--- src/rtl/uart_rx.sv ---
// uart_rx -- 8N1 UART receiver with a one-deep valid/ready output register.
//
// Decodes frames of 1 start bit, 8 data bits (LSB first) and 1 stop bit from
// the serial line. The bit period is CLKS_PER_BIT clock cycles. A completed
// byte is loaded into the output register. If the previous byte is still
// unaccepted, the new byte is dropped and overrun_o pulses. A low stop bit
// pulses frame_err_o. The receiver then waits for the line to return high.
//
// Build option (macro UART_RX_SYNC_EN):
//   defined   : uart_i passes through a two-flop synchronizer (asynchronous line)
//   undefined : uart_i passes through a single input register (same-domain loopback)
//
// Ports:
//   clk          in   system clock
//   rst          in   synchronous, active-high reset
//   uart_i       in   serial line, idles high
//   uart_data_o  out  received byte, stable while valid_o is high
//   valid_o      out  byte available, held until accepted
//   ready_i      in   consumer accepts the byte when valid_o && ready_i
//   frame_err_o  out  one-cycle pulse: stop bit sampled low
//   overrun_o    out  one-cycle pulse: a completed byte was dropped
module uart_rx #(
   parameter int unsigned CLKS_PER_BIT = 2
) (
   input  logic       clk,
   input  logic       rst,
   input  logic       uart_i,
   output logic [7:0] uart_data_o,
   output logic       valid_o,
   input  logic       ready_i,
   output logic       frame_err_o,
   output logic       overrun_o
);

   // Offset from the start-bit detection to the mid-bit sample point.
   localparam int unsigned M        = (CLKS_PER_BIT - 1) / 2;
   localparam logic [15:0] BIT_LAST = 16'(CLKS_PER_BIT - 1);
   localparam logic [15:0] MID_LAST = (M > 0) ? 16'(M - 1) : 16'd0;

   typedef enum logic [2:0] {
      IDLE,
      START,
      DATA,
      STOP,
      WAIT_IDLE
   } state_t;

   state_t      state, state_n;
   logic [15:0] cnt, cnt_n;
   logic [2:0]  bit_idx, bit_idx_n;
   logic [7:0]  shift_q, shift_n;
   logic        byte_done;
   logic        frame_err_n;
   logic        rx_s;

   // Input conditioning; every stage resets to the idle (high) level.
`ifdef UART_RX_SYNC_EN
   logic [1:0] sync_q;

   always_ff @(posedge clk) begin
      if (rst) begin
         sync_q <= '1;
      end else begin
         sync_q <= {sync_q[0], uart_i};
      end
   end

   assign rx_s = sync_q[1];
`else
   logic sync_q;

   always_ff @(posedge clk) begin
      if (rst) begin
         sync_q <= 1'b1;
      end else begin
         sync_q <= uart_i;
      end
   end

   assign rx_s = sync_q;
`endif

   always_ff @(posedge clk) begin
      if (rst) begin
         state   <= IDLE;
         cnt     <= '0;
         bit_idx <= '0;
         shift_q <= '0;
      end else begin
         state   <= state_n;
         cnt     <= cnt_n;
         bit_idx <= bit_idx_n;
         shift_q <= shift_n;
      end
   end

   // cnt restarts at every sample point. Each state then waits for its own
   // distance to the next sample. With M = 0 the start-bit sample coincides
   // with detection, so IDLE goes straight to DATA.
   always_comb begin
      state_n     = state;
      cnt_n       = cnt;
      bit_idx_n   = bit_idx;
      shift_n     = shift_q;
      byte_done   = 1'b0;
      frame_err_n = 1'b0;
      case (state)
         IDLE: begin
            if (!rx_s) begin
               cnt_n     = '0;
               bit_idx_n = '0;
               if (M == 0) begin
                  state_n = DATA;
               end else begin
                  state_n = START;
               end
            end
         end
         START: begin
            if (cnt == MID_LAST) begin
               cnt_n     = '0;
               bit_idx_n = '0;
               state_n   = rx_s ? IDLE : DATA;
            end else begin
               cnt_n = cnt + 16'd1;
            end
         end
         DATA: begin
            if (cnt == BIT_LAST) begin
               cnt_n   = '0;
               shift_n = {rx_s, shift_q[7:1]};
               if (bit_idx == 3'd7) begin
                  state_n = STOP;
               end else begin
                  bit_idx_n = bit_idx + 3'd1;
               end
            end else begin
               cnt_n = cnt + 16'd1;
            end
         end
         STOP: begin
            if (cnt == BIT_LAST) begin
               cnt_n     = '0;
               bit_idx_n = '0;
               if (rx_s) begin
                  byte_done = 1'b1;
                  state_n   = IDLE;
               end else begin
                  frame_err_n = 1'b1;
                  state_n     = WAIT_IDLE;
               end
            end else begin
               cnt_n = cnt + 16'd1;
            end
         end
         WAIT_IDLE: begin
            if (rx_s) begin
               state_n = IDLE;
            end
         end
         default: begin
            state_n = IDLE;
         end
      endcase
   end

   // Output register. All outputs are registered, so ready_i never reaches
   // an output combinationally.
   always_ff @(posedge clk) begin
      if (rst) begin
         uart_data_o <= '0;
         valid_o     <= 1'b0;
         frame_err_o <= 1'b0;
         overrun_o   <= 1'b0;
      end else begin
         frame_err_o <= frame_err_n;
         overrun_o   <= 1'b0;
         if (byte_done) begin
            if (!valid_o || ready_i) begin
               uart_data_o <= shift_q;
               valid_o     <= 1'b1;
            end else begin
               overrun_o <= 1'b1;
            end
         end else if (valid_o && ready_i) begin
            valid_o <= 1'b0;
         end
      end
   end

endmodule

--- config.mk ---
export PLATFORM = sky130hd
export DESIGN_NAME = uart_rx
export DESIGN_NICKNAME = d
export VERILOG_FILES = /design/src/rtl/uart_rx.sv
export SDC_FILE = /design/constraint.sdc
export NUM_CORES = 1
export LEC_CHECK = 0
export BUFFER_PORTS_ARGS = -buffer_cell sky130_fd_sc_hd__buf_2
export CAP_MARGIN = 40
export CELL_PAD_IN_SITES_DETAIL_PLACEMENT = 1
export CELL_PAD_IN_SITES_GLOBAL_PLACEMENT = 1
export CORE_ASPECT_RATIO = 1.25
export CORE_UTILIZATION = 40
export DETAILED_ROUTE_END_ITERATION = 12
export PLACE_DENSITY = 0.73
export SYNTH_ARGS = -nofsm -noshare
export SYNTH_HDL_FRONTEND = slang
export SYNTH_SLANG_ARGS = --single-unit
--- constraint.sdc ---
create_clock -name clk -period 5.45 [get_ports clk]
set_clock_uncertainty 0.05 [all_clocks]
set_input_delay 0.2725 -clock clk [delete_from_list [all_inputs] [get_ports clk]]
set_output_delay 0.2725 -clock clk [all_outputs]
set_load 0.02 [all_outputs]
Yosys cells after proc, flatten, opt, wreduce, memory -nomap -nowiden
Index checks and enable logic that the tools add are counted.

word-level totals
  memory bits (writable) = 0
  word-level logic and storage cells = 72
  bits of input ports = 4
  ROM bits = 0
  latch bits = 0
  memories = 0
  bits in registers = 42

operators by class
  bitwise logic cells = 3
  eq/ne operators = 14
  divide/modulo/power cells = 0
  reductions and logical operators = 17
  add/sub/neg operators = 2
  $mul = 0
  shift operators = 0
  muxes and demuxes = 27
  $lt $le $gt $ge = 0

operator list
  operator                                               count
  two-way mux 16 bit                                     3
  one-hot mux 16 bit (3 select lines)                    1
  two-way mux 3 bit                                      12
  adder 16 x 1 -> 16 bit, second input constant          1
  == test 16 x 1 -> 1 bit, second input constant         1
  logical NOT 16 bit                                     1
  one-hot mux 3 bit (5 select lines)                     1
  inequality test 2 bit, second input constant           7
  one-hot mux 3 bit (4 select lines)                     1
  AND reduction 6 bit                                    2
  two-way mux 1 bit                                      8
  AND reduction 2 bit                                    4
  == test 3 x 2 -> 1 bit, second input constant          2
  == test 3 bit, second input constant                   2
  nonzero test 4 bit                                     1
  OR reduction 2 bit                                     2
  adder 3 x 1 -> 3 bit, second input constant            1
  == test 3 x 1 -> 1 bit, second input constant          1
  logical NOT 3 bit                                      1
  inverter 1 bit                                         3
  nonzero test 3 bit                                     1
  OR reduction 3 bit                                     1
  two-way mux 2 bit                                      1
  inequality test 2 x 1 -> 1 bit, second input constant  1
  4 further kinds                                        4

Depth between registers and ports, before layout
Gate-level depths: netlist of the first run.

  depth after elaboration = 5
  mapped depth = 7

Worst setup path before layout of the first run
OpenSTA, ideal clock, no wires.

  path kind = register to register
  start point = register cnt[2]
  end point = register uart_data_o[6]
  path buffers = 0
  required time = 5.272 ns
  stages on the path, launching flop included = 6
  setup slack = 3.743 ns
  arrival time = 1.529 ns
  period minus slack after synthesis = 1.707 ns
  cell sequence = dfxtp_1 -> nor4_4 -> nand4_2 -> nor3_4 -> mux2i_1 -> nor2_1

on the way
  word-level cells in the longest chain between the ends = 4

RTL lines
  what                           line  source
  from (decl)                    49    logic [15:0] cnt, cnt_n;
  from (signal assigned)         91    cnt <= cnt_n;
  == test 16 x 1 -> 1 bit        142   if (cnt == BIT_LAST) begin
  two-way mux 1 bit              142
  two-way mux 1 bit              107   case (state)
  AND reduction 2 bit (no line)  n/a
  to (signal assigned)           180   uart_data_o <= shift_q;
  to (decl)                      28    output logic [7:0] uart_data_o,

No other way between the ends.
A chain may end at the register's enable or synchronous reset.

Worst setup path in the final report of the first run
  start point = register cnt[6]
  end point = register cnt[7]

on the way
  word-level cells in the longest chain between the ends = 3

RTL lines
  what                                            line
  adder 16 x 1 -> 16 bit (tied with other cells)  125, 138, 153
  two-way mux 16 bit, on equally long branches    129, 142, 120
  one-hot mux 16 bit (3 select lines) (*)         107

Every way passes the cells marked *; elsewhere a longest branch is shown, timed or not.

==> run_results.csv, run 1 <==
group,metric,value,unit
cts,cts_hold_buf,0,
detailed_routing,drc_errors,0,
cells_and_area,syn_to_final_growth,11.7,%
synthesis,syn_inst,212,
placement,place_ws,3420,ps
synthesis,synthDistinctLibCells,42,
power,ir_drop,0.190,mV
synthesis,syn_nets,221,
die,dieArea,5140,sq um
synthesis,synth_fa_ha_area_share,3.22,%
critical_path,rr_startpoint,"cnt[6]",
critical_path,required,5580,ps
cells_and_area,layout.nets,237,
placement,dp_cells,281,
detailed_routing,via_count,1538,
synthesis,synth_ff_type,"dfxtp_1",
synthesis,synth_seq_cells,42,
cts,cts_tree,"yes",
synthesis,synth.top_cell.area_share,43.3,%
synthesis,synth.cell_area,1940,sq um
sta,tns,0,ps
detailed_routing,wl,4.07,mm
critical_path,crit_path_start,"cnt[6]",
placement,hpwl,2.93,mm
sta,finalSetupViolations,0,
cts,htreeDepth,2,
cells_and_area,layout_commonest_cell,"dfxtp_1",
cts,cts-root-buf,"clkbuf_8",
critical_path,critPathKind,"reg -> reg",
cells_and_area,layout_common_cells,"dfxtp_1 (42), nor2_1 (30), mux2i_1 (18)",
sta,min_period,2040,ps
worst_hold_path,hold_path.class,"in -> reg",
critical_path,crit_chain,"nor4_4, nand4_1, o21ai_1, a21o_1, nor2_1",
synthesis,yosysSeqAreaShare,43.3,%
detailed_routing,drtIter0Drc,75,
grt,grt_pass1_vias,1519,
detailed_routing,wl_met1,1.90,mm
synthesis,syn_area_per_cell,9.16,sq um
die,rows,28,
power,p_leak,0.783,nW
synthesis,synthMuxAreaShare,9.28,%
detailed_routing,via_per_inst,5.32,
grt,grt_max_degree,33,
synthesis,synth-xor-area-share,3.61,%
detailed_routing,antenna_left,0,
grt,grt_pass1_wl,7.02,mm
cells_and_area,instances_no_fill,289,
synthesis,synth_edf_count,0,
detailed_routing,dr.max_layer_used,"met4",
sta,hold_violations,0,
synthesis,synth_compound_area_share,11.0,%
critical_path,worstSetupStartpointType,"flop",
cts,clockBufferDepth,2,
cts,ctsResizeCount,0,
cts,cts_setup_buffers,0,
grt,antenna_found_initial,0,
critical_path,path_max_fanout,6,
synthesis,yosys.area_share.simple,26.8,%
power,power,565,uW
sta,rsz0062_at_grt,"no",
grt,grt-ovfl-total,0,
cts,cts.clk_slew.worst_paths,90,ps
cts,insertion_delay,290,ps
die,die_w,64.3,microns
cells_and_area,fillerInstances,582,
cells_and_area,drive_gt1_share,15.7,%
die,core_area,4690,sq um
critical_path,worst-endpoint-arrival,2170,ps
die,start_util,41.4,%
worst_hold_path,worstHoldStart,"uart_i",
synthesis,yosys-top-cells-area,"dfxtp_1 (43%), mux2i_1 (9.3%), nor2_1 (5.8%)",
sta,clock.fmax,491,MHz
critical_path,critPathSlowestCell,"o21ai_1",
detailed_routing,wl_per_cell,14.1,microns
sta,relSlewSlack,61.7,%
sta,timing.final.ws_setup,3410,ps
power,power.density,261,nW/um^2
die,io_pins,15,
cts,numCtsBuffers,5,
detailed_routing,met2_length,2.06,mm
placement,port_buffers,14,
run,drv_cap,0,
sta,tightest_slew,575,ps
synthesis,yosysWarnings,0,
synthesis,synth_top_family_by_area,"simple AND/OR/NAND/NOR gates",
critical_path,slowest_delay,450,ps
cells_and_area,n_antenna_cell,0,
sta,slew_viol_final,0,
detailed_routing,dr_wl_met3,77,microns
sta,min_period_over_period,37.3,%
status,status,"finished, final reports clean",
detailed_routing,drt_first_pass_iters,4,
die,die_h,79.9,microns
synthesis,synthArstFlopShare,0,%
cells_and_area,final_core_util,46.2,%
critical_path,endpoint_kind,"flop",
synthesis,yosysTopAreaCell,"dfxtp_1",
grt,track_usage,17.5,%
placement,gp_congestion,0.810,
cts,clock-sinks,42,
==> per-stage QoR <==
step           cell area [sq um]  hold WS (ps)
2_1_floorplan               1940           326
3_3_place_gp                2060           406
3_5_place_dp                2070           410
4_1_cts                     2170           106
5_1_grt                     2170           110
6_report                    2170           114
==> final timing paths <==
kind | endpoint | slack, ps | cells after the start
max | cnt[7] | 3410 | 5
min | rx_s | 110 | 2
max reg2reg | cnt[7] | 3410 | 5
min reg2reg | uart_data_o[4] | 440 | 2
==> power breakdown <==
part / leakage [nW] / internal [mW] / switching, mW
registers: 0.339 / 0.309 / 0.00346
logic: 0.397 / 0.0110 / 0.0224
clock network: 0.0478 / 0.104 / 0.115
==> synthesized netlist by cell type (2+ instances only) <==
library cell / number
dfxtp_1: 42
nor2_1: 30
mux2i_1: 18
a21oi_1: 14
nand2_1: 12
o21ai_0: 12
nand3_1: 9
inv_1: 8
xor2_1: 7
nand4_1: 6
ha_1: 5
or3_1: 5
clkbuf_1: 4
nor3_1: 3
nor4_4: 3
o21a_1: 3
or2_2: 3
a22o_1: 2
and4_1: 2
buf_2: 2
==> sequential cells by signal (all words and copies together), names as in the netlist <==
name	flops
cnt	16
rx_s	1
overrun_o	1
frame_err_o	1
valid_o	1
bit_idx	3
state	3
shift_q	8
uart_data_o	8
==> metal layers <==
| layer | up-vias | global-route usage (%) |
|---|---|---|
| met1 | 745 | 20.7 |
| met3 | 2 | 3.00 |
| met2 | 13 | 31.7 |
| met4 | 0 | 5.33 |
| li1 | 778 | - |
| met5 | - | 0 |
==> cells by family after synthesis <==
logic type,count (synthesis)
simple gates,88
xor+xnor,8
mux,18
compound gates,37
fa+ha+maj,5
flops,42
buf+inv,14
==> layout make-up <==
cell class / count / area [sq um] / share of cell area [%]
clock buffers: 6 / 82.6 / 3.81
clock inverters: 2 / 16.3 / 0.750
inverters: 8 / 30.0 / 1.38
multi-input cells: 156 / 1050 / 48.2
flip-flops and latches: 42 / 841 / 38.8
well taps: 60 / 75.1 / 3.46
repair buffers: 15 / 77.6 / 3.58
==> critical path: cells and delay by family (launching register included) <==
kind	cells	cell delay (ps)
AO/OA/AOI/OAI	2	750
flip-flops	1	380
AND/OR/NAND/NOR	3	750
No activity file was read; power rests on OpenSTA's default activity.
==> run 2, diff against run 1 <==
clock period = 2 ns   (was 5.45 ns; I/O delays follow)
==> run 2 against run 1 <==
Sequential share of layout area down 2.9 points. Sequential power rose to 2.7 times the previous value. Core utilization increased by 3.8 points. Clock power rose to 3.8 times the previous value. Critical path depth did not move. Non-clock buffer count rose by 11. Worst hold slack lost 54 ps. Wire length rose by 11%. Cell count increased by 3.8%. Cell area grew 8.2%. Via count grew 4.7%. Critical path type unchanged. Critical endpoint is now bit_idx[0].
==> run_results.csv, run 2 (synthesis gave the netlist of run 1 again) <==
group,metric,value,unit
status,status,"finished, final reports clean",
cells_and_area,multi_input_area,1080,sq um
sta,tns,0,ps
sta,min_period,1820,ps
critical_path,rr_startpoint,"cnt[6]",
worst_hold_path,whs_path_depth,3,
cts,clockBufferDepth,2,
cts,cts.clk_slew.worst_paths,80,ps
grt,antenna_found_initial,0,
sta,finalSetupViolations,0,
cells_and_area,reg.largest.list,"cnt: 16 flops, shift_q: 8 flops, uart_data_o: 8 flops",
sta,relSlewSlack,76.7,%
detailed_routing,wl,4.50,mm
detailed_routing,via_per_inst,5.37,
placement,port_buffers,14,
detailed_routing,antenna_left,0,
grt,grt_pass1_vias,1633,
worst_hold_path,hold_path.class,"in -> reg",
detailed_routing,via_count,1611,
cells_and_area,n_antenna_cell,0,
cts,cts_tree,"yes",
cells_and_area,layout.nets,248,
grt,grt-ovfl-total,0,
cts,insertion_delay,300,ps
die,die_w,64.3,microns
sta,min_period_over_period,90.8,%
power,power.density,768,nW/um^2
critical_path,r2r_slack,180,ps
cts,htreeDepth,2,
power,p_leak,0.872,nW
die,dieArea,5140,sq um
cts,numCtsBuffers,5,
cells_and_area,drive_gt1_share,20.4,%
die,core_area,4690,sq um
critical_path,worst-endpoint-arrival,2000,ps
placement,gp_congestion,0.730,
grt,track_usage,19.3,%
critical_path,crit_path_start,"cnt[6]",
cells_and_area,ff_latch_area,841,sq um
grt,grt_pass1_wl,7.62,mm
cells_and_area,final_core_util,50.0,%
cells_and_area,layout_common_cells,"dfxtp_1 (42), nor2_1 (30), mux2i_1 (17)",
sta,hold_violations,0,
cts,cts-root-buf,"clkbuf_8",
power,ir_drop,0.519,mV
sta,slew_viol_final,0,
detailed_routing,wl_per_cell,15.0,microns
cts,clock-sinks,42,
critical_path,worstSetupStartpointType,"flop",
sta,tightest_slew,347,ps
critical_path,endpoint_kind,"flop",
cells_and_area,syn_to_final_growth,20.8,%
sta,holdWs,59.5,ps
grt,grt_max_degree,30,
critical_path,r2r-end,"bit_idx[0]",
die,die_h,79.9,microns
cells_and_area,fillerInstances,568,
critical_path,critPathKind,"reg -> reg",
worst_hold_path,min_to,"overrun_o",
die,start_util,41.4,%
critical_path,path_max_fanout,6,
detailed_routing,drt_first_pass_iters,4,
cells_and_area,largest_reg_flops,16,
detailed_routing,drtIter0Drc,39,
detailed_routing,drc_errors,0,
worst_hold_path,worstHoldStart,"ready_i",
die,rows,28,
die,io_pins,15,
critical_path,ff2ff_path_depth,5,
critical_path,required,2180,ps
cells_and_area,largest-register,"cnt",
cells_and_area,layout_commonest_cell,"dfxtp_1",
sta,rsz0062_at_grt,"no",
sta,clock.fmax,551,MHz
run,drv_cap,0,
placement,hpwl,3.19,mm
-- run 2: cell types whose count changed in the layout (fill, tap and decap cells not counted), sizes merged --
cell / delta
clkinvlp: -1
buf: +10
inv: -1
bufinv: +2
dlygate4sd3: +1
-- run 2: worst max-delay path: stages, from the launching register on --
cell and delay [ps]:
dfxtp_1 380, nor4_4 390, nand4_1 140, buf_4 190, or4b_1 470, a21oi_1 140
-- run 2: power breakdown --
part / switching (mW) / internal [mW] / total, mW / leakage, nW
sequential: 0.00866 / 0.841 / 0.850 / 0.339
clock: 0.301 / 0.533 / 0.834 / 0.0714
combinational: 0.0723 / 0.0443 / 0.117 / 0.462
-- run 2: worst max-delay path by stage --
stage	cells after the start	endpoint	slack [ps]
final	5	bit_idx[0]	180
after global placement	5	cnt[11]	30
after CTS	5	cnt[5]	10
after floorplan	5	uart_data_o[6]	290
after detailed placement	5	cnt[7]	-10
after global routing	6	cnt[6]	8
-- run 2: repair_timing --
action | 4_1_cts | 5_1_grt
setup endpoints to repair | 6 | 13
setup buffers | 0 | 1
resized for setup | 1 | 5
hold buffers | 1 | 0
pin swaps | 0 | 1
hold endpoints to repair | 1 | 0
-- run 2: through the flow --
stage	power [mW]	setup slack, ps	std cells	area (sq um)
4_1_cts	1.81	10.7	299	2310
5_1_grt	1.88	7.75	300	2350
3_3_place_gp	0.972	32.3	290	2150
6_report	1.80	184	300	2350
2_1_floorplan	0.936	293	212	1940
3_5_place_dp	0.973	-12.1	290	2150
-- run 2: final cells by class --
type	count	area share [%]
Timing Repair Buffer	26	7.47
Sequential cell	42	35.8
Multi-Input combinational cell	156	46.1
Clock inverter	2	2.56
Clock buffer	6	3.52
Inverter	8	1.28
Tap cell	60	3.20
-- run 2: layer usage --
metal	track usage, %	vias up	part of all wire [%]
met4	7.11	0	1.5
met1	21.2	798	44
li1	-	794	-
met3	4.86	5	2.1
met2	35.4	14	52
met5	0	-	0
==> run 3, diff against run 2 <==
ABC_AREA = 1   (was not set)
CORE_UTILIZATION = 42   (was 40)
PLACE_DENSITY = 0.81   (was 0.73)
==> run 3 against run 2 <==
Global-route usage increased by 1.3 points. Synthesized cell count grew 51%. Non-clock buffer count shrank 9. Worst hold slack got worse by 5.1 ps. Cell area down 0.11%. Critical path depth grew 4. Cell count is 33% higher. Die area increased by 4.2%. Clock power shrank 31%. Count of clock-buffer cells in the layout shrank 1.
==> run_results.csv, run 3 <==
group,metric,value,unit
status,status,"finished, final reports clean",
run,drv_cap,0,
synthesis,syn_inst,321,
grt,antenna_found_initial,0,
cts,ctsResizeCount,0,
synthesis,syn_area_per_cell,6.63,sq um
critical_path,r2r_slack,230,ps
synthesis,synth_ff_type,"dfxtp_1",
die,io_pins,15,
sta,hold_violations,0,
cts,cts_setup_buffers,0,
detailed_routing,via_per_inst,4.94,
grt,track_usage,20.6,%
grt,grt-ovfl-total,0,
synthesis,synth_most_common_cell,"nand2_1",
die,die_h,81.6,microns
die,die_w,65.7,microns
synthesis,synth.top_cell.area_share,39.5,%
detailed_routing,drt_first_pass_iters,4,
synthesis,syn_nets,330,
cells_and_area,multi_input_area,1080,sq um
power,p_leak,1.11,nW
detailed_routing,antenna_left,0,
cells_and_area,fillerInstances,647,
sta,slew_viol_final,0,
sta,min_period_over_period,88.7,%
cts,htreeDepth,2,
detailed_routing,wl_per_cell,12.8,microns
synthesis,yosysWarnings,0,
cells_and_area,largest_reg_flops,16,
critical_path,r2r-end,"uart_data_o[3]",
synthesis,yosysTopAreaCell,"dfxtp_1",
cts,cts-root-buf,"clkbuf_8",
sta,clock.fmax,564,MHz
cells_and_area,layout_common_cells,"nand2_1 (92), nor2_1 (61), dfxtp_1 (42)",
synthesis,synth.cell_area,2130,sq um
cells_and_area,layout.nets,348,
sta,relSlewSlack,74.4,%
worst_hold_path,min_to,"overrun_o",
cts,numCtsBuffers,5,
cts,cts.clk_slew.worst_paths,90,ps
sta,min_period,1770,ps
placement,gp_congestion,0.801,
grt,grt_pass1_vias,1898,
critical_path,rr_startpoint,"cnt[1]",
critical_path,ff2ff_path_depth,9,
cts,clock-sinks,42,
grt,grt_pass1_wl,8.49,mm
detailed_routing,wl,5.12,mm
power,ir_drop,0.539,mV
power,power.density,985,nW/um^2
cells_and_area,final_core_util,48.8,%
cells_and_area,ff_latch_area,841,sq um
cts,insertion_delay,300,ps
cts,clockBufferDepth,2,
cells_and_area,reg.largest.list,"cnt: 16 flops, shift_q: 8 flops, uart_data_o: 8 flops",
detailed_routing,drc_errors,0,
die,rows,28,
sta,finalSetupViolations,0,
critical_path,worst-endpoint-arrival,1930,ps
worst_hold_path,hold_path.class,"in -> reg",
synthesis,yosysSeqAreaShare,39.5,%
placement,port_buffers,14,
synthesis,yosys-top-cells-area,"dfxtp_1 (40%), nand2_1 (16%), nor2_1 (11%)",
synthesis,synth_seq_cells,42,
synthesis,synthDistinctLibCells,29,
placement,hpwl,3.67,mm
cts,cts_tree,"yes",
synthesis,synth_edf_count,0,
critical_path,required,2150,ps
sta,tightest_slew,382,ps
synthesis,synthArstFlopShare,0,%
worst_hold_path,whs_path_depth,4,
cells_and_area,n_antenna_cell,0,
synthesis,synth_commonest_cells,"nand2_1 (92), nor2_1 (61), dfxtp_1 (42)",
critical_path,path_max_fanout,16,
grt,grt_max_degree,20,
critical_path,critPathKind,"reg -> reg",
critical_path,worstSetupStartpointType,"flop",
sta,tns,0,ps
detailed_routing,drtIter0Drc,66,
detailed_routing,via_count,1975,
cells_and_area,largest-register,"cnt",
die,core_area,4800,sq um
sta,rsz0062_at_grt,"no",
critical_path,endpoint_kind,"flop",
cells_and_area,drive_gt1_share,11.2,%
cells_and_area,syn_to_final_growth,10.2,%
worst_hold_path,worstHoldStart,"ready_i",
cells_and_area,layout_commonest_cell,"nand2_1",
die,start_util,44.3,%
cts,cts_hold_buf,1,
die,dieArea,5350,sq um
run 3: final cells by class:
type	instances	share of cell area [%]
flip-flops and latches	42	35.9
well taps	60	3.20
clock buffers	5	2.94
inverters	41	6.57
clock inverters	3	1.07
repair buffers	17	4.06
multi-input cells	232	46.3
run 3: critical path, stage by stage, from the launching register on:
cell	delay, ps
dfxtp_1	360
inv_1	110
ha_1	150
nand2_1	50
nor2_1	130
nand2_2	90
inv_2	160
nand3b_2	310
nor2_1	190
nor2_1	60
run 3: routing by layer:
metal / vias to the layer above / wire [microns] / GRT usage [%] / share of wire, %
li1: 1037 / - / - / -
met1: 907 / 2280 / 23.4 / 45
met2: 22 / 2610 / 37.9 / 51
met3: 9 / 125 / 3.75 / 2.4
met4: 0 / 98 / 7.17 / 1.9
met5: - / 0 / 0 / 0
run 3: cell families (layout without fill, tap and decap cells):
kind of cell               Yosys count  after routing  synth area share (%)
xor gates and xnor gates             3              3                  1.24
adders and majority gates            5              5                  2.94
and+or+nand+nor                    199            199                  40.1
DFF                                 42             42                  39.5
AOI/OAI and AO/OA                   25             25                  6.77
buffers and inverters               47             66                  9.47
run 3: stage by stage:
stage	std cells	hold WS (ps)	power [mW]	instance area [sq um]	worst slack [ps]
floorplan	321	154	1.56	2130	575
finish	400	54.5	2.31	2340	227
global placement	391	237	1.73	2240	316
CTS	400	40.3	2.34	2340	235
global route	400	54.5	2.47	2340	32.5
detailed placement	391	236	1.74	2240	270
run 3: report_power, final:
group	total [mW]	switching (mW)	internal, mW
logic	0.759	0.521	0.238
clock network	0.579	0.326	0.252
registers	0.970	0.0724	0.898
total	2.31	0.920	1.39
run 3: how the worst max path moves through the flow:
| stage | startpoint | endpoint | depth (start not counted) |
|---|---|---|---|
| after floorplan | cnt[0] | cnt[10] | 7 |
| after global placement | cnt[0] | uart_data_o[7] | 8 |
| after detailed placement | cnt[0] | uart_data_o[3] | 8 |
| after CTS | cnt[1] | uart_data_o[3] | 9 |
| after global routing | cnt[1] | uart_data_o[1] | 10 |
| final | cnt[1] | uart_data_o[3] | 9 |
